## src/rtl/alu_pkg.sv

```systemverilog
// Shared opcode map, sequencer state encoding and opcode classification helpers.
package alu_pkg;

    localparam int unsigned OPC_W = 4;

    localparam logic [OPC_W-1:0] OP_ADD  = 4'b0000;
    localparam logic [OPC_W-1:0] OP_AND  = 4'b0001;
    localparam logic [OPC_W-1:0] OP_OR   = 4'b0010;
    localparam logic [OPC_W-1:0] OP_NOT  = 4'b0011;
    localparam logic [OPC_W-1:0] OP_MUL  = 4'b0100;
    localparam logic [OPC_W-1:0] OP_DIV  = 4'b0101;
    localparam logic [OPC_W-1:0] OP_ADDI = 4'b0110;
    localparam logic [OPC_W-1:0] OP_SUB  = 4'b1001;
    localparam logic [OPC_W-1:0] OP_MOV  = 4'b1011;

    typedef enum logic [1:0] {
        IDLE = 2'd0,
        EXEC = 2'd1,
        DONE = 2'd2
    } state_t;

    // Opcode is one the ALU implements.
    function automatic logic is_legal(input logic [OPC_W-1:0] op);
        logic legal;
        case (op)
            OP_ADD, OP_AND, OP_OR, OP_NOT, OP_MUL,
            OP_DIV, OP_ADDI, OP_SUB, OP_MOV: legal = 1'b1;
            default:                         legal = 1'b0;
        endcase
        return legal;
    endfunction

    // Opcode needs the ALU valid handshake instead of a fixed one-cycle latency.
    function automatic logic is_multicycle(input logic [OPC_W-1:0] op);
        return (op == OP_MUL) || (op == OP_DIV);
    endfunction

endpackage

```

## src/rtl/alu_issue_seq.sv

```systemverilog
// Issue/writeback sequencer around the fixed-point ALU: holds operands stable
// while the ALU runs, captures its result and hands it to writeback.
module alu_issue_seq
    import alu_pkg::*;
#(
    parameter int unsigned N            = 32,
    parameter int unsigned WIDTH_OPCODE = 4,
    parameter int unsigned RD_W         = 5,
    parameter int unsigned TIMEOUT      = 64
) (
    input  logic                    clk,
    input  logic                    rst,
    input  logic                    in_valid,
    output logic                    in_ready,
    input  logic [WIDTH_OPCODE-1:0] in_opcode,
    input  logic [RD_W-1:0]         in_rd,
    input  logic [N-1:0]            in_a,
    input  logic [N-1:0]            in_b,
    input  logic [N-1:0]            in_imm,
    output logic                    alu_enable,
    output logic [WIDTH_OPCODE-1:0] alu_opcode,
    output logic [N-1:0]            alu_a,
    output logic [N-1:0]            alu_b,
    output logic [N-1:0]            alu_imm,
    input  logic                    alu_valid,
    input  logic                    alu_zero,
    input  logic [N-1:0]            alu_data,
    output logic                    wb_valid,
    input  logic                    wb_ready,
    output logic [RD_W-1:0]         wb_rd,
    output logic [N-1:0]            wb_data,
    output logic                    wb_zero,
    output logic                    wb_err,
    output logic                    busy
);

    localparam int unsigned         CNT_W    = $clog2(TIMEOUT + 1);
    localparam logic [CNT_W-1:0]    CNT_LAST = CNT_W'(TIMEOUT - 1);

    state_t                  r_state, w_state_nxt;
    logic [CNT_W-1:0]        r_cnt, w_cnt_nxt;
    logic                    r_multi, w_multi_nxt;

    logic                    w_en_nxt;
    logic [WIDTH_OPCODE-1:0] w_opc_nxt;
    logic [N-1:0]            w_a_nxt, w_b_nxt, w_imm_nxt;
    logic                    w_wbv_nxt;
    logic [RD_W-1:0]         w_rd_nxt;
    logic [N-1:0]            w_data_nxt;
    logic                    w_zero_nxt, w_err_nxt;

    logic                    w_legal, w_multi, w_result_ok;

    assign w_legal  = is_legal(OPC_W'(in_opcode));
    assign w_multi  = is_multicycle(OPC_W'(in_opcode));
    assign in_ready = (r_state == IDLE);
    assign busy     = (r_state != IDLE);

    // First EXEC cycle ignores alu_valid so a stale pulse from the ALU is never taken.
    assign w_result_ok = r_multi ? (alu_valid && (r_cnt != '0)) : 1'b1;

    // Next-state and next-register values.
    always_comb begin
        w_state_nxt = r_state;
        w_cnt_nxt   = r_cnt;
        w_multi_nxt = r_multi;
        w_en_nxt    = alu_enable;
        w_opc_nxt   = alu_opcode;
        w_a_nxt     = alu_a;
        w_b_nxt     = alu_b;
        w_imm_nxt   = alu_imm;
        w_wbv_nxt   = wb_valid;
        w_rd_nxt    = wb_rd;
        w_data_nxt  = wb_data;
        w_zero_nxt  = wb_zero;
        w_err_nxt   = wb_err;

        case (r_state)
            IDLE: begin
                if (in_valid) begin
                    w_opc_nxt   = in_opcode;
                    w_a_nxt     = in_a;
                    w_b_nxt     = in_b;
                    w_imm_nxt   = in_imm;
                    w_rd_nxt    = in_rd;
                    w_cnt_nxt   = '0;
                    w_multi_nxt = w_multi;
                    if (w_legal) begin
                        w_state_nxt = EXEC;
                        w_en_nxt    = 1'b1;
                    end else begin
                        w_state_nxt = DONE;
                        w_wbv_nxt   = 1'b1;
                        w_data_nxt  = '0;
                        w_zero_nxt  = 1'b0;
                        w_err_nxt   = 1'b1;
                    end
                end
            end
            EXEC: begin
                w_cnt_nxt = r_cnt + CNT_W'(1);
                if (w_result_ok) begin
                    w_state_nxt = DONE;
                    w_en_nxt    = 1'b0;
                    w_wbv_nxt   = 1'b1;
                    w_data_nxt  = alu_data;
                    w_zero_nxt  = alu_zero;
                    w_err_nxt   = 1'b0;
                end else if (r_cnt == CNT_LAST) begin
                    w_state_nxt = DONE;
                    w_en_nxt    = 1'b0;
                    w_wbv_nxt   = 1'b1;
                    w_data_nxt  = '0;
                    w_zero_nxt  = 1'b0;
                    w_err_nxt   = 1'b1;
                end
            end
            DONE: begin
                if (wb_ready) begin
                    w_state_nxt = IDLE;
                    w_wbv_nxt   = 1'b0;
                    w_err_nxt   = 1'b0;
                    w_cnt_nxt   = '0;
                end
            end
            default: begin
                w_state_nxt = IDLE;
                w_en_nxt    = 1'b0;
                w_wbv_nxt   = 1'b0;
            end
        endcase
    end

    // State and registered outputs; reset drops any in-flight op.
    always_ff @(posedge clk or posedge rst) begin
        if (rst) begin
            r_state    <= IDLE;
            r_cnt      <= '0;
            r_multi    <= 1'b0;
            alu_enable <= 1'b0;
            alu_opcode <= '0;
            alu_a      <= '0;
            alu_b      <= '0;
            alu_imm    <= '0;
            wb_valid   <= 1'b0;
            wb_rd      <= '0;
            wb_data    <= '0;
            wb_zero    <= 1'b0;
            wb_err     <= 1'b0;
        end else begin
            r_state    <= w_state_nxt;
            r_cnt      <= w_cnt_nxt;
            r_multi    <= w_multi_nxt;
            alu_enable <= w_en_nxt;
            alu_opcode <= w_opc_nxt;
            alu_a      <= w_a_nxt;
            alu_b      <= w_b_nxt;
            alu_imm    <= w_imm_nxt;
            wb_valid   <= w_wbv_nxt;
            wb_rd      <= w_rd_nxt;
            wb_data    <= w_data_nxt;
            wb_zero    <= w_zero_nxt;
            wb_err     <= w_err_nxt;
        end
    end

endmodule

```

## config.mk

```make
export PLATFORM = sky130hd
export DESIGN_NAME = alu_issue_seq
export DESIGN_NICKNAME = d
export VERILOG_FILES = /design/src/rtl/alu_pkg.sv /design/src/rtl/alu_issue_seq.sv
export SDC_FILE = /design/constraint.sdc
export NUM_CORES = 1
export LEC_CHECK = 0
export BUFFER_PORTS_ARGS = -buffer_cell sky130_fd_sc_hd__buf_2
export CORE_MARGIN = 2
export CORE_UTILIZATION = 48
export CTS_BUF_LIST = sky130_fd_sc_hd__clkbuf_4
export CTS_CLUSTER_DIAMETER = 80
export DETAILED_ROUTE_END_ITERATION = 8
export PLACE_DENSITY = 0.83
export SYNTH_ARGS = -nofsm -noshare
export SYNTH_HDL_FRONTEND = slang
export SYNTH_SLANG_ARGS = --single-unit
```

## constraint.sdc

```tcl
create_clock -name clk -period 5.2 [get_ports clk]
set_input_delay 0.52 -clock clk [delete_from_list [all_inputs] [get_ports clk]]
set_output_delay 0.52 -clock clk [all_outputs]
set_load 0.01 [all_outputs]
```

* Word level (Yosys, flattened, before mapping)
Memory sizes are Yosys's and may differ from the RTL's.
Index checks and enable logic that the tools add are counted.
** Storage, ports and cells
- Memories :: 1
- Output and inout bits :: 143
- Flip-flop bits (word level) :: 151
- ROM bits :: 16
- Input bits :: 143
** Operators by class
- Reduce and logical (&&, ||, !) cells :: 14
- Bitwise gates (word level) :: 1
- Equal/unequal tests :: 10
- Add/sub/neg operators :: 1
- Mux-type cells :: 32
** Memory list
- (no name shown) :: depth 16, bits a word 1, read ports 1, clocked after Yosys merged registers in 0, wr ports 0, RTL line alu_pkg.sv:25 : case (op)
** Operators with widths (number)
- 2-to-1 mux 32 bit :: 4
- case mux 32 bit (2 select lines) :: 1
- case mux 7 bit (3 select lines) :: 1
- 2-to-1 mux 1 bit :: 14
- 2-to-1 mux 7 bit :: 2
- AND reduction 4 bit :: 3
- 2-to-1 mux 2 bit :: 5
- case mux 1 bit (3 select lines) :: 3
- equality test 4 x 3 -> 1 bit (second input constant) :: 2
- adder 7 x 1 -> 7 bit (second input constant) :: 1
- equality test 7 x 6 -> 1 bit (second input constant) :: 1
- nonzero test 7 bit :: 1
- inequality test 2 bit (second input constant) :: 3
- case mux 2 bit (3 select lines) :: 1
- AND reduction 3 bit :: 2
- AND reduction 5 bit :: 1
- nonzero test 2 bit :: 2
- inequality test 3 bit (second input constant) :: 1
- nonzero test 3 bit :: 1
- equality test 2 x 1 -> 1 bit (second input constant) :: 1
- equality test 2 bit (second input constant) :: 1
- logical NOT 2 bit :: 1
- inequality test 2 x 1 -> 1 bit (second input constant) :: 1
- case mux 1 bit (2 select lines) :: 1
- 4 further kinds :: 4

* Longest topological paths before layout
Gate-level depths: netlist of run 1.
- Depth in word-level cells :: 5
- Gate-level depth with buffers :: 9
- Gate-level depth less buffers :: 6

* Least setup slack after synthesis of run 1
OpenSTA, ideal clock, no wires.
- Path type :: flip-flop to flip-flop
- Start :: reg r_cnt[0]
- End :: reg wb_err
- Arrival time :: 1537 ps
- Setup time :: 125 ps
- Period minus slack after synthesis :: 1662 ps
- Cell stages (with the launch flop) :: 6
- Path slack :: 3538 ps
- Cell sequence :: dfrtp_1 -> ha_1 -> nand3_1 -> o31ai_4 -> o211a_1 -> mux2_4
** Between the ends
- Cells in the longest elaborated chain, start to end :: 5
- Elaborated cells between the ends (all ways) :: 8
- Classes of those cells :: eq/ne: 2; mux: 3; reduce/logical: 3
** Ends and longest elaborated chain
- start, declared :: RTL line alu_issue_seq.sv:41 : logic [CNT_W-1:0] r_cnt, w_cnt_nxt;
- start signal, assigned :: RTL line alu_issue_seq.sv:152 : r_cnt <= w_cnt_nxt;
- nonzero test 7 bit :: RTL line alu_issue_seq.sv:60 : assign w_result_ok = r_multi ? (alu_valid && (r_cnt != '0)) : 1'b1;
- logical AND 1 bit :: RTL line alu_issue_seq.sv:60
- 2-to-1 mux 1 bit :: RTL line alu_issue_seq.sv:60
- inequality test 3 bit (no source line) or 2-to-1 mux 1 bit (tied branches)
- AND reduction 5 bit (no source line) or case mux 1 bit (3 select lines) (tied branches)
- end signal, assigned :: RTL line alu_issue_seq.sv:163 : wb_err <= w_err_nxt;
- end, declared :: RTL line alu_issue_seq.sv:33 : output logic wb_err,
Several ways; a longest one is shown, not always the timed one.
A chain may end at the register's enable or synchronous reset.

* Worst setup path in the final report of run 1
- Start :: reg r_cnt[6]
- End :: reg wb_zero
** Between the ends
- Cells in the longest elaborated chain, start to end :: 5
- Elaborated cells between the ends (all ways) :: 8
- Classes of those cells :: eq/ne: 2; mux: 3; reduce/logical: 3
** Ends and longest elaborated chain
- nonzero test 7 bit :: RTL line alu_issue_seq.sv:60
- logical AND 1 bit :: RTL line alu_issue_seq.sv:60
- 2-to-1 mux 1 bit :: RTL line alu_issue_seq.sv:60
- inequality test 3 bit (no source line) or 2-to-1 mux 1 bit (tied branches)
- AND reduction 4 bit (no source line) or case mux 1 bit (2 select lines) (tied branches)
- end signal, assigned :: RTL line alu_issue_seq.sv:162 : wb_zero <= w_zero_nxt;
- end, declared :: RTL line alu_issue_seq.sv:32 : output logic wb_zero,
Several ways; a longest one is shown, not always the timed one.

==> results.json, run 1 <==
{
  "outcome": "finished clean",
  "synth-edff-count": 0,
  "timing.final.hold_violations": 0,
  "p_total_uw": 4468,
  "post_synth_instance_area_um2": 5868,
  "unrepaired_setup_endpoints_after_global_routing": "no",
  "nFillCells": 975,
  "synth-async-reset-ratio_pct": 100.0,
  "multiInputGateArea_um2": 1877,
  "cp.arrival_ns": 2.58,
  "totalWireLength_um": 14720,
  "crit_path_max_fanout": 33,
  "setup_viol": 0,
  "die_span_in_y_um": 114.6,
  "drt_first_iter_violations": 320,
  "synth-seq-cells": 151,
  "fin_setup_tns_ns": 0,
  "total_instance_count_after_detailed_placement": 1004,
  "synth_top_flop_cell": "sky130_fd_sc_hd__dfrtp_1",
  "mappedNetlistNets": 745,
  "seq_area_um2": 3779,
  "finalInstanceArea_um2": 7629,
  "placementRows": 40,
  "cts.htree.levels": 4,
  "worst_setup_path_end_kind": "flop",
  "cts_tree": "built",
  "cts_made_buffers": 17,
  "clock.fmax_mhz": 469.5,
  "final_nets": 1021,
  "clock_sinks": 151,
  "timing.final.crit_period_ns": 2.130,
  "cp_slowest_stage_delay_ns": 0.67,
  "placed_cell_area_um2": 7327,
  "antenna_violations_before_repair": 1,
  "port-buffer-count": 285,
  "max_slew_margin_pct": 27.18,
  "first_pass_grt_wire_length_um": 22960,
  "finalWeightedCongestion": 0.8376,
  "drt-pass1-iter-count": 7,
  "worstPathCellList": "nor4b_2 > a32o_2 > o31ai_4 > o21ai_4 > a22o_1",
  "drive_above_1_share_pct": 37.12,
  "cts-root-buf": "sky130_fd_sc_hd__clkbuf_4",
  "register_area_share_after_synthesis_pct": 64.39,
  "vias_per_cell": 4.872,
  "worstMarginPinSlew_ns": 1.092,
  "die-area_um2": 13130,
  "area.growth.synth_to_final_pct": 30.00,
  "cts_resized": 0,
  "die_width_um": 114.6,
  "layout_worst_path_cycle_share_pct": 40.96,
  "clock_transition_at_the_registers_of_the_reported_paths_ns": 0.12,
  "routed_wire_length_per_instance_um": 14.20,
  "max_cap_viol_count": 0,
  "grt_pass1_vias": 4693,
  "cts_buffer_depth": 2,
  "track_usage_pct": 22.69,
  "ir_worst_vdd_v": 0.0002796,
  "synth_area_per_cell_um2": 9.780,
  "design.portCount": 286,
  "initial_core_util_pct": 49.06,
  "critical-path-slowest-cell": "sky130_fd_sc_hd__o21ai_4",
  "startpoint_type": "flop",
  "clk-insertion-delay-late_ns": 0.53,
  "timing.clock.skew_ns": 0.01579,
  "yosysUniqueCellTypes": 34,
  "final_core_util_pct": 63.78,
  "critical_path.n_buffers_inverters": 0,
  "stdcell_count": 1037,
  "power-per-cell-area_nw_per_um2": 585.8,
  "globalRoute.totalOverflow": 0,
  "yosys_warnings": 0,
  "post-dp-hpwl_um": 10350,
  "min_path_type": "input port to asynchronous set/reset pin",
  "post_cts_hold_buffer_count": 0,
  "number_of_max_slew_violations_in_the_final_report": 0,
  "vias": 5052,
  "synthesis.instances": 600,
  "detail_route.drc_violations": 0,
  "setup.worst_path.class": "flop to flop",
  "cp_top_family": "compound AO/OA/AOI/OAI gates",
  "ant_nets": 0,
  "worstPathRequired_ns": 5.65,
  "pin_count_of_the_biggest_net_entering_global_routing": 107,
  "post_cts.repair.setup_buffers": 0,
  "power_leakage_uw": 0.004479,
  "placeableCoreArea_um2": 11960
}
worst paths after layout:
kind	start	end	slack [ns]	cells after the start
worst max-delay path	r_cnt[6]	wb_zero	3.07	5
worst min-delay path	rst	alu_imm[21]	0.17	2
worst max register to register	r_cnt[6]	wb_zero	3.07	5
worst min register to register	alu_b[10]	alu_b[10]	0.48	2
max in group asynchronous	rst	wb_rd[1]	3.84	3
min in group clk	in_a[20]	alu_a[20]	0.17	3
metrics by stage:
stage / hold slack (ns) / setup slack (ns)
5_1_grt: 0.1059 / 2.894
3_5_place_dp: 0.4566 / 3.090
6_report: 0.1694 / 3.070
4_1_cts: 0.1178 / 3.066
2_1_floorplan: 0.4581 / 0.6153
3_3_place_gp: 0.4523 / 3.145
cells in the final DEF (no fill, tap or decap), types with 2 or more instances in the layout:
cell / n
sky130_fd_sc_hd__a21oi_1: 7
sky130_fd_sc_hd__a22o_1: 34
sky130_fd_sc_hd__buf_2: 285
sky130_fd_sc_hd__buf_4: 3
sky130_fd_sc_hd__bufinv_16: 3
sky130_fd_sc_hd__clkbuf_4: 19
sky130_fd_sc_hd__clkinv_2: 3
sky130_fd_sc_hd__clkinv_4: 2
sky130_fd_sc_hd__clkinvlp_4: 4
sky130_fd_sc_hd__dfrtp_1: 151
sky130_fd_sc_hd__ha_1: 2
sky130_fd_sc_hd__inv_1: 6
sky130_fd_sc_hd__inv_2: 2
sky130_fd_sc_hd__nand2_1: 321
sky130_fd_sc_hd__nand2b_1: 2
sky130_fd_sc_hd__nand3_1: 2
sky130_fd_sc_hd__nor2_1: 9
sky130_fd_sc_hd__o21ai_1: 11
report_power, final:
group / internal (uW) / switching, uW / total, uW
clock: 341 / 405 / 746
sequential: 1690 / 277 / 1960
combinational: 706 / 1050 / 1760
total: 2730 / 1730 / 4470
final cells by class:
type,count,area share (%)
diodes,1,0.03280
clock buffers,19,1.870
clock inverters,13,2.050
inverters,9,0.5084
multi-input cells,409,24.60
flip-flops and latches,151,49.53
well taps,147,2.411
repair buffers,288,18.99
flip-flops by register name (all words and copies together) (netlist names), 2 cells and up:
signal / flops
wb_data: 32
alu_imm: 32
alu_a: 32
alu_opcode: 4
r_cnt: 7
alu_b: 32
wb_rd: 5
r_state: 2
synth_stat cells, types with 2 or more instances:
cell | instances | area (um2)
sky130_fd_sc_hd__nand2_1 | 321 | 1205
sky130_fd_sc_hd__dfrtp_1 | 151 | 3779
sky130_fd_sc_hd__a22o_1 | 34 | 297.8
sky130_fd_sc_hd__clkbuf_1 | 11 | 41.29
sky130_fd_sc_hd__o21ai_1 | 11 | 55.05
sky130_fd_sc_hd__nor2_1 | 10 | 37.54
sky130_fd_sc_hd__buf_4 | 9 | 67.56
sky130_fd_sc_hd__a21oi_1 | 7 | 35.03
sky130_fd_sc_hd__buf_2 | 7 | 35.03
sky130_fd_sc_hd__inv_1 | 7 | 26.28
sky130_fd_sc_hd__buf_6 | 4 | 45.04
sky130_fd_sc_hd__and2_1 | 2 | 12.51
sky130_fd_sc_hd__ha_1 | 2 | 25.02
sky130_fd_sc_hd__inv_2 | 2 | 7.510
sky130_fd_sc_hd__nand2b_1 | 2 | 12.51
sky130_fd_sc_hd__nand3_1 | 2 | 10.01
cell families (layout without fill, tap and decap cells):
family,Yosys count,after routing,share of synthesized area (%)
flip-flops,151,151,64.39
AND/OR/NAND/NOR,343,343,22.58
multiplexers,1,1,0.2558
adder cells (fa/ha/maj),2,2,0.4264
AO/OA/AOI/OAI,62,62,8.401
other,0,1,0
buffers and inverters,40,329,3.795
XOR/XNOR,1,1,0.1493
routing by layer:
metal	up-vias	global-route usage (%)	wire length, um
li1	2464	-	-
met1	2334	29.16	6073
met2	221	35.27	6928
met3	33	7.517	1280
met4	0	9.837	441
met5	-	0	0
Power figures use the tool's default switching activity.
==> run 2: changes to the inputs <==
==> constraint.sdc (replaced) <==
create_clock -name clk -period 2.2 [get_ports clk]
set_input_delay 0.22 -clock clk [delete_from_list [all_inputs] [get_ports clk]]
set_output_delay 0.22 -clock clk [all_outputs]
set_load 0.01 [all_outputs]
==> run 2 against run 1 <==
  * Via count increased by 20%
  * Sequential share of layout area decreased by 8.2 points
  * Critical path depth unchanged
  * Count of clock-buffer cells in the layout increased by 1
  * Routed wire length increased by 34%
  * Core utilization increased by 13 points
  * Global-route usage increased by 7.3 points
  * Sequential cell count unchanged
  * Sequential power increased by 140%
==> results.json, run 2 (synthesized netlist as in run 1, its figures left out) <==
{
  "outcome": "finished clean",
  "final_critical_path_setup_slack_ns": 0.1406,
  "detail_route.drc_violations": 0,
  "crit_path_max_fanout": 34,
  "routed_wire_length_per_instance_um": 16.68,
  "timing.hold.ws_ns": 0.1770,
  "dr_wl_met3_um": 1705,
  "clock_sinks": 151,
  "layout_worst_path_cycle_share_pct": 93.61,
  "multiInputGateArea_um2": 1894,
  "ir_worst_vdd_v": 0.0006337,
  "pin_count_of_the_biggest_net_entering_global_routing": 73,
  "worst_slack_after_detailed_placement_ns": 0.1486,
  "worst_setup_path_end_kind": "flop",
  "drive_above_1_share_pct": 32.37,
  "power-per-cell-area_nw_per_um2": 1215,
  "worstHoldStart": "in_valid",
  "post_cts.repair.setup_buffers": 0,
  "worstPathRequired_ns": 2.66,
  "finalWeightedCongestion": 0.8079,
  "nFillCells": 710,
  "critPathLaunch": "r_state[1]",
  "vias": 6062,
  "cts_tree": "built",
  "timing.final.hold_violations": 0,
  "finalInstanceArea_um2": 9144,
  "stdcell_count": 1184,
  "cts-root-buf": "sky130_fd_sc_hd__clkbuf_4",
  "die_span_in_y_um": 114.6,
  "final_nets": 1167,
  "unrepaired_setup_endpoints_after_global_routing": "no",
  "design.portCount": 286,
  "met2WireLength_um": 9824,
  "routedLengthMet1_um": 7424,
  "clk-insertion-delay-late_ns": 0.54,
  "grt_pass1_vias": 6176,
  "drt_first_iter_violations": 558,
  "layout.cells.most_common_list": "321 x sky130_fd_sc_hd__nand2_1, 285 x sky130_fd_sc_hd__buf_2, 151 x sky130_fd_sc_hd__dfrtp_1",
  "port-buffer-count": 285,
  "totalWireLength_um": 19760,
  "cts.htree.levels": 4,
  "ant_nets": 0,
  "placed_cell_area_um2": 7431,
  "globalRoute.totalOverflow": 0,
  "min_delay_path_depth": 4,
  "worstRegToRegCells": 5,
  "die_width_um": 114.6,
  "initial_core_util_pct": 49.06,
  "die-area_um2": 13130,
  "cts_made_buffers": 17,
  "first_pass_grt_wire_length_um": 30230,
  "r2r_end": "r_multi",
  "power_leakage_uw": 0.005099,
  "setup_viol": 0,
  "max_slew_margin_pct": 50.60,
  "post-dp-hpwl_um": 10240,
  "number_of_max_slew_violations_in_the_final_report": 0,
  "startpoint_type": "flop",
  "track_usage_pct": 29.98,
  "vias_per_cell": 5.120,
  "min_path_type": "input port to flop",
  "fin_setup_tns_ns": 0,
  "worstMarginPinSlew_ns": 0.7410,
  "clock.fmax_mhz": 485.6,
  "timing.clock.skew_ns": 0.01612,
  "min_to": "alu_enable",
  "r2r_start": "r_state[1]",
  "placeableCoreArea_um2": 11960,
  "seq_area_um2": 3779,
  "cts_buffer_depth": 2,
  "mostFrequentLayoutCell": "sky130_fd_sc_hd__nand2_1",
  "placementRows": 40,
  "cp.arrival_ns": 2.52,
  "timing.final.crit_period_ns": 2.059,
  "max_cap_viol_count": 0,
  "total_instance_count_after_detailed_placement": 1008,
  "drt-pass1-iter-count": 6,
  "route.top_layer_used": "met4",
  "reg_to_reg_slack_setup_ns": 0.14,
  "antenna_violations_before_repair": 2,
  "area.growth.synth_to_final_pct": 55.82,
  "clock_transition_at_the_registers_of_the_reported_paths_ns": 0.12,
  "setup.worst_path.class": "flop to flop"
}
run 2: final cells by class:
type	count	area share, %
inverter	9	0.4105
antenna	2	0.05473
clock buffer	20	1.642
timing repair buffer	433	32.43
tap	147	2.011
clock inverter	12	1.409
sequential	151	41.32
multi-input combinational	410	20.72
run 2: power breakdown:
group	switching (uW)	total, uW	internal, uW
Clock	989	1700	707
Sequential	771	4760	3990
Combinational	2720	4650	1930
Total	4480	11100	6630
run 2: critical path, cell delays in order (launching register included):
cell                            delay [ns]
sky130_fd_sc_hd__dfrtp_1              0.49
sky130_fd_sc_hd__or2_1                0.29
sky130_fd_sc_hd__inv_2                0.14
sky130_fd_sc_hd__nand2_8              0.18
sky130_fd_sc_hd__o41ai_1              0.30
sky130_fd_sc_hd__dlygate4sd3_1        0.60
run 2: how the worst max path moves through the flow:
stage,to,depth (start not counted)
4_1_cts,r_multi,5
2_1_floorplan,alu_a[0],1
5_1_grt,r_multi,5
3_3_place_gp,wb_data[15],5
6_report,r_multi,5
3_5_place_dp,wb_data[1],5
run 2: repair_timing:
| item | in CTS | in global routing |
|---|---|---|
| endpoints found under the setup margin | 0 | 31 |
| hold buffers | 141 | 0 |
| endpoints found under the hold margin | 156 | 0 |
| resized for setup | 0 | 1 |
run 2: per-stage QoR:
stage	util [%]	power [uW]
6_report	76.44	11110
5_1_grt	76.44	11820
4_1_cts	76.26	10840
3_3_place_gp	62.12	8822
3_5_place_dp	62.12	8950
2_1_floorplan	-	7097
run 2: metal layers:
layer | GRT usage [%] | up-vias
met5 | 0 | -
met4 | 15.93 | 0
met3 | 8.894 | 74
met2 | 50.85 | 346
met1 | 34.17 | 2884
li1 | - | 2758
==> run 3: changes to the inputs <==
--- a/config.mk
+++ b/config.mk
@@ -5,13 +5,14 @@
 export SDC_FILE = /design/constraint.sdc
 export NUM_CORES = 1
 export LEC_CHECK = 0
+export ABC_AREA = 1
 export BUFFER_PORTS_ARGS = -buffer_cell sky130_fd_sc_hd__buf_2
 export CORE_MARGIN = 2
 export CORE_UTILIZATION = 48
 export CTS_BUF_LIST = sky130_fd_sc_hd__clkbuf_4
 export CTS_CLUSTER_DIAMETER = 80
 export DETAILED_ROUTE_END_ITERATION = 8
-export PLACE_DENSITY = 0.83
+export PLACE_DENSITY = 0.82
 export SYNTH_ARGS = -nofsm -noshare
 export SYNTH_HDL_FRONTEND = slang
 export SYNTH_SLANG_ARGS = --single-unit
==> run 3 against run 2 <==
  * Synthesized area rose by 3.0%
  * Critical endpoint is now wb_data[28]
  * Worst hold slack worse by 0.047 ns
  * Final area increased by 2.0%
  * Sequential cell count did not move
  * First-iteration DRC count rose by 1.3%
  * Routed wire length is 4.3% higher
  * Non-clock buffer count fell by 1
  * Synthesized cell count up 14%
  * Largest power group is now combinational logic
  * Sequential power grew 2%
==> results.json, run 3 <==
{
  "clock.fmax_mhz": 526.2,
  "cts-root-buf": "sky130_fd_sc_hd__clkbuf_4",
  "timing.clock.skew_ns": 0.02250,
  "track_usage_pct": 30.63,
  "globalRoute.totalOverflow": 0,
  "fin_setup_tns_ns": 0,
  "timing.final.hold_violations": 0,
  "synthesis.instances": 681,
  "cts_made_buffers": 17,
  "drive_above_1_share_pct": 31.78,
  "globalRouteMet1Util_pct": 34.06,
  "antenna_violations_before_repair": 1,
  "post-dp-hpwl_um": 11140,
  "worstPathRequired_ns": 2.63,
  "synth_top_flop_cell": "sky130_fd_sc_hd__dfrtp_1",
  "worstRegToRegCells": 10,
  "setup.worst_path.class": "flop to flop",
  "worstHoldStart": "alu_valid",
  "vias": 6356,
  "port-buffer-count": 285,
  "cts_buffer_depth": 2,
  "die_width_um": 116.2,
  "r2r_end": "wb_data[28]",
  "total_instance_count_after_detailed_placement": 1113,
  "ir_worst_vdd_v": 0.0008007,
  "synth_top_area_cell": "sky130_fd_sc_hd__dfrtp_1",
  "ant_nets": 0,
  "synth_area_per_cell_um2": 8.878,
  "synth-async-reset-ratio_pct": 100.0,
  "synth-seq-cells": 151,
  "cts_resized": 0,
  "area.growth.synth_to_final_pct": 54.33,
  "post-synth-top-area-fraction_pct": 62.50,
  "layout_worst_path_cycle_share_pct": 86.38,
  "die-area_um2": 13510,
  "vias_per_cell": 4.935,
  "met2_usage_pct": 52.79,
  "clk-insertion-delay-late_ns": 0.54,
  "drt-pass1-iter-count": 6,
  "design.portCount": 286,
  "clock_transition_at_the_registers_of_the_reported_paths_ns": 0.12,
  "yosys_warnings": 0,
  "grt_busiest_layer": "met2",
  "worst_setup_path_end_kind": "flop",
  "detail_route.drc_violations": 0,
  "number_of_max_slew_violations_in_the_final_report": 0,
  "power-per-cell-area_nw_per_um2": 1286,
  "cts.htree.levels": 4,
  "grt_util_met3_pct": 8.770,
  "placeableCoreArea_um2": 12160,
  "setup_viol": 0,
  "yosys-top-cells-count": "413 x sky130_fd_sc_hd__nand2_1, 151 x sky130_fd_sc_hd__dfrtp_1, 22 x sky130_fd_sc_hd__nand2_2",
  "stdcell_count": 1288,
  "min_delay_path_depth": 4,
  "routed_wire_length_per_instance_um": 15.99,
  "power_leakage_uw": 0.005298,
  "r2r_start": "r_cnt[0]",
  "finalWeightedCongestion": 0.8584,
  "grt_pass1_vias": 6441,
  "timing.final.crit_period_ns": 1.900,
  "placementRows": 40,
  "crit_path_max_fanout": 35,
  "reg_to_reg_slack_setup_ns": 0.30,
  "clock_sinks": 151,
  "cts_tree": "built",
  "drt_first_iter_violations": 565,
  "worstMarginPinSlew_ns": 0.5965,
  "final_nets": 1249,
  "register_area_share_after_synthesis_pct": 62.50,
  "cp.arrival_ns": 2.34,
  "mostFrequentLayoutCell": "sky130_fd_sc_hd__nand2_1",
  "yosysUniqueCellTypes": 27,
  "unrepaired_setup_endpoints_after_global_routing": "no",
  "totalWireLength_um": 20600,
  "synth_area_leaders": "sky130_fd_sc_hd__dfrtp_1 63%, sky130_fd_sc_hd__nand2_1 26%, sky130_fd_sc_hd__nand2_2 2.3%",
  "post_cts.repair.setup_buffers": 0,
  "outcome": "finished clean",
  "pin_count_of_the_biggest_net_entering_global_routing": 77,
  "max_cap_viol_count": 0,
  "first_pass_grt_wire_length_um": 31490,
  "min_path_type": "input port to flop",
  "max_slew_margin_pct": 60.23,
  "yosys.cell_count.top_type": "sky130_fd_sc_hd__nand2_1",
  "initial_core_util_pct": 49.71,
  "post_synth_instance_area_um2": 6046,
  "startpoint_type": "flop",
  "layout.cells.most_common_list": "413 x sky130_fd_sc_hd__nand2_1, 285 x sky130_fd_sc_hd__buf_2, 151 x sky130_fd_sc_hd__dfrtp_1",
  "synth-edff-count": 0,
  "mappedNetlistNets": 826,
  "min_to": "r_state[0]",
  "die_span_in_y_um": 116.2
}
-- run 3: cell types whose count changed in the layout (fill, tap and decap cells not counted), moves of 7 or more --
| cell | delta |
|---|---|
| sky130_fd_sc_hd__o21ai_1 | -10 |
| sky130_fd_sc_hd__a22o_1 | -34 |
| sky130_fd_sc_hd__nand3_1 | +7 |
| sky130_fd_sc_hd__nand2_2 | +22 |
| sky130_fd_sc_hd__o21ai_0 | +10 |
| sky130_fd_sc_hd__nand2_1 | +92 |
| sky130_fd_sc_hd__inv_1 | +8 |
-- run 3: per-layer routing --
metal | routed length (um) | up-vias
met3 | 1853 | 82
met1 | 7407 | 2960
met2 | 10380 | 394
met5 | 0 | -
met4 | 951 | 0
li1 | - | 2920
-- run 3: timing repair --
item	CTS	global route
setup endpoints to repair	0	0
hold buffers	140	0
endpoints found under the hold margin	291	0
-- run 3: power by group --
part / leakage, uW / internal [uW] / switching, uW
clock: 0.000175 / 1030 / 972
combinational: 0.00324 / 1920 / 3220
sequential: 0.00189 / 4040 / 808
-- run 3: worst max path at each step --
stage | start | end | slack [ns] | cells past startpoint
after global routing | r_cnt[0] | wb_data[29] | 0.12 | 10
after CTS | r_cnt[0] | wb_data[7] | 0.29 | 10
after global placement | r_cnt[0] | wb_data[6] | 0.41 | 10
after detailed placement | r_cnt[0] | wb_zero | 0.33 | 10
after floorplan | rst | alu_a[0] | 0.08 | 1
final | r_cnt[0] | wb_data[28] | 0.30 | 10
-- run 3: stage by stage --
stage                     hold slack (ns)  setup slack (ns)  instance area [um2]  utilization (%)  power [uW]
final                              0.1299            0.2996                 9330            76.72       12000
after global routing               0.1091            0.1197                 9325            76.68       12800
after CTS                         0.06631            0.2899                 9323            76.66       11740
after detailed placement           0.4025            0.3336                 7590            62.41        9558
after global placement             0.3992            0.4085                 7590            62.41        9374
after floorplan                    0.3276           0.07704                 6050                -        7670
-- run 3: layout make-up --
cell class / instances / area [um2]
Sequential cell: 151 / 3779
Timing Repair Buffer: 432 / 2905
Fill cell: 716 / 2831
Multi-Input combinational cell: 485 / 2028
Tap cell: 168 / 210.2
Clock inverter: 12 / 181.4
Clock buffer: 20 / 150.1
Inverter: 17 / 68.82
Antenna cell: 3 / 7.507
-- run 3: cell families (layout without fill, tap and decap cells) --
logic type | count (synthesis) | count (layout) | synth area share, %
flops | 151 | 151 | 62.50
xor+xnor | 3 | 3 | 0.4347
compound gates | 18 | 18 | 1.780
simple gates | 462 | 462 | 30.92
fa+ha+maj | 2 | 2 | 0.4138
buf+inv | 45 | 481 | 3.953
other cells | 0 | 3 | 0
-- run 3: critical path: stages, from the launching register on --
cell and delay, ns:
sky130_fd_sc_hd__dfrtp_1 0.42, sky130_fd_sc_hd__inv_1 0.08, sky130_fd_sc_hd__ha_1 0.19, sky130_fd_sc_hd__inv_1 0.05, sky130_fd_sc_hd__nor2_1 0.04, sky130_fd_sc_hd__nand3_1 0.08, sky130_fd_sc_hd__nand2_2 0.10, sky130_fd_sc_hd__nand3_4 0.13
sky130_fd_sc_hd__nand3_4 0.42, sky130_fd_sc_hd__nand2_1 0.22, sky130_fd_sc_hd__nand2_1 0.07
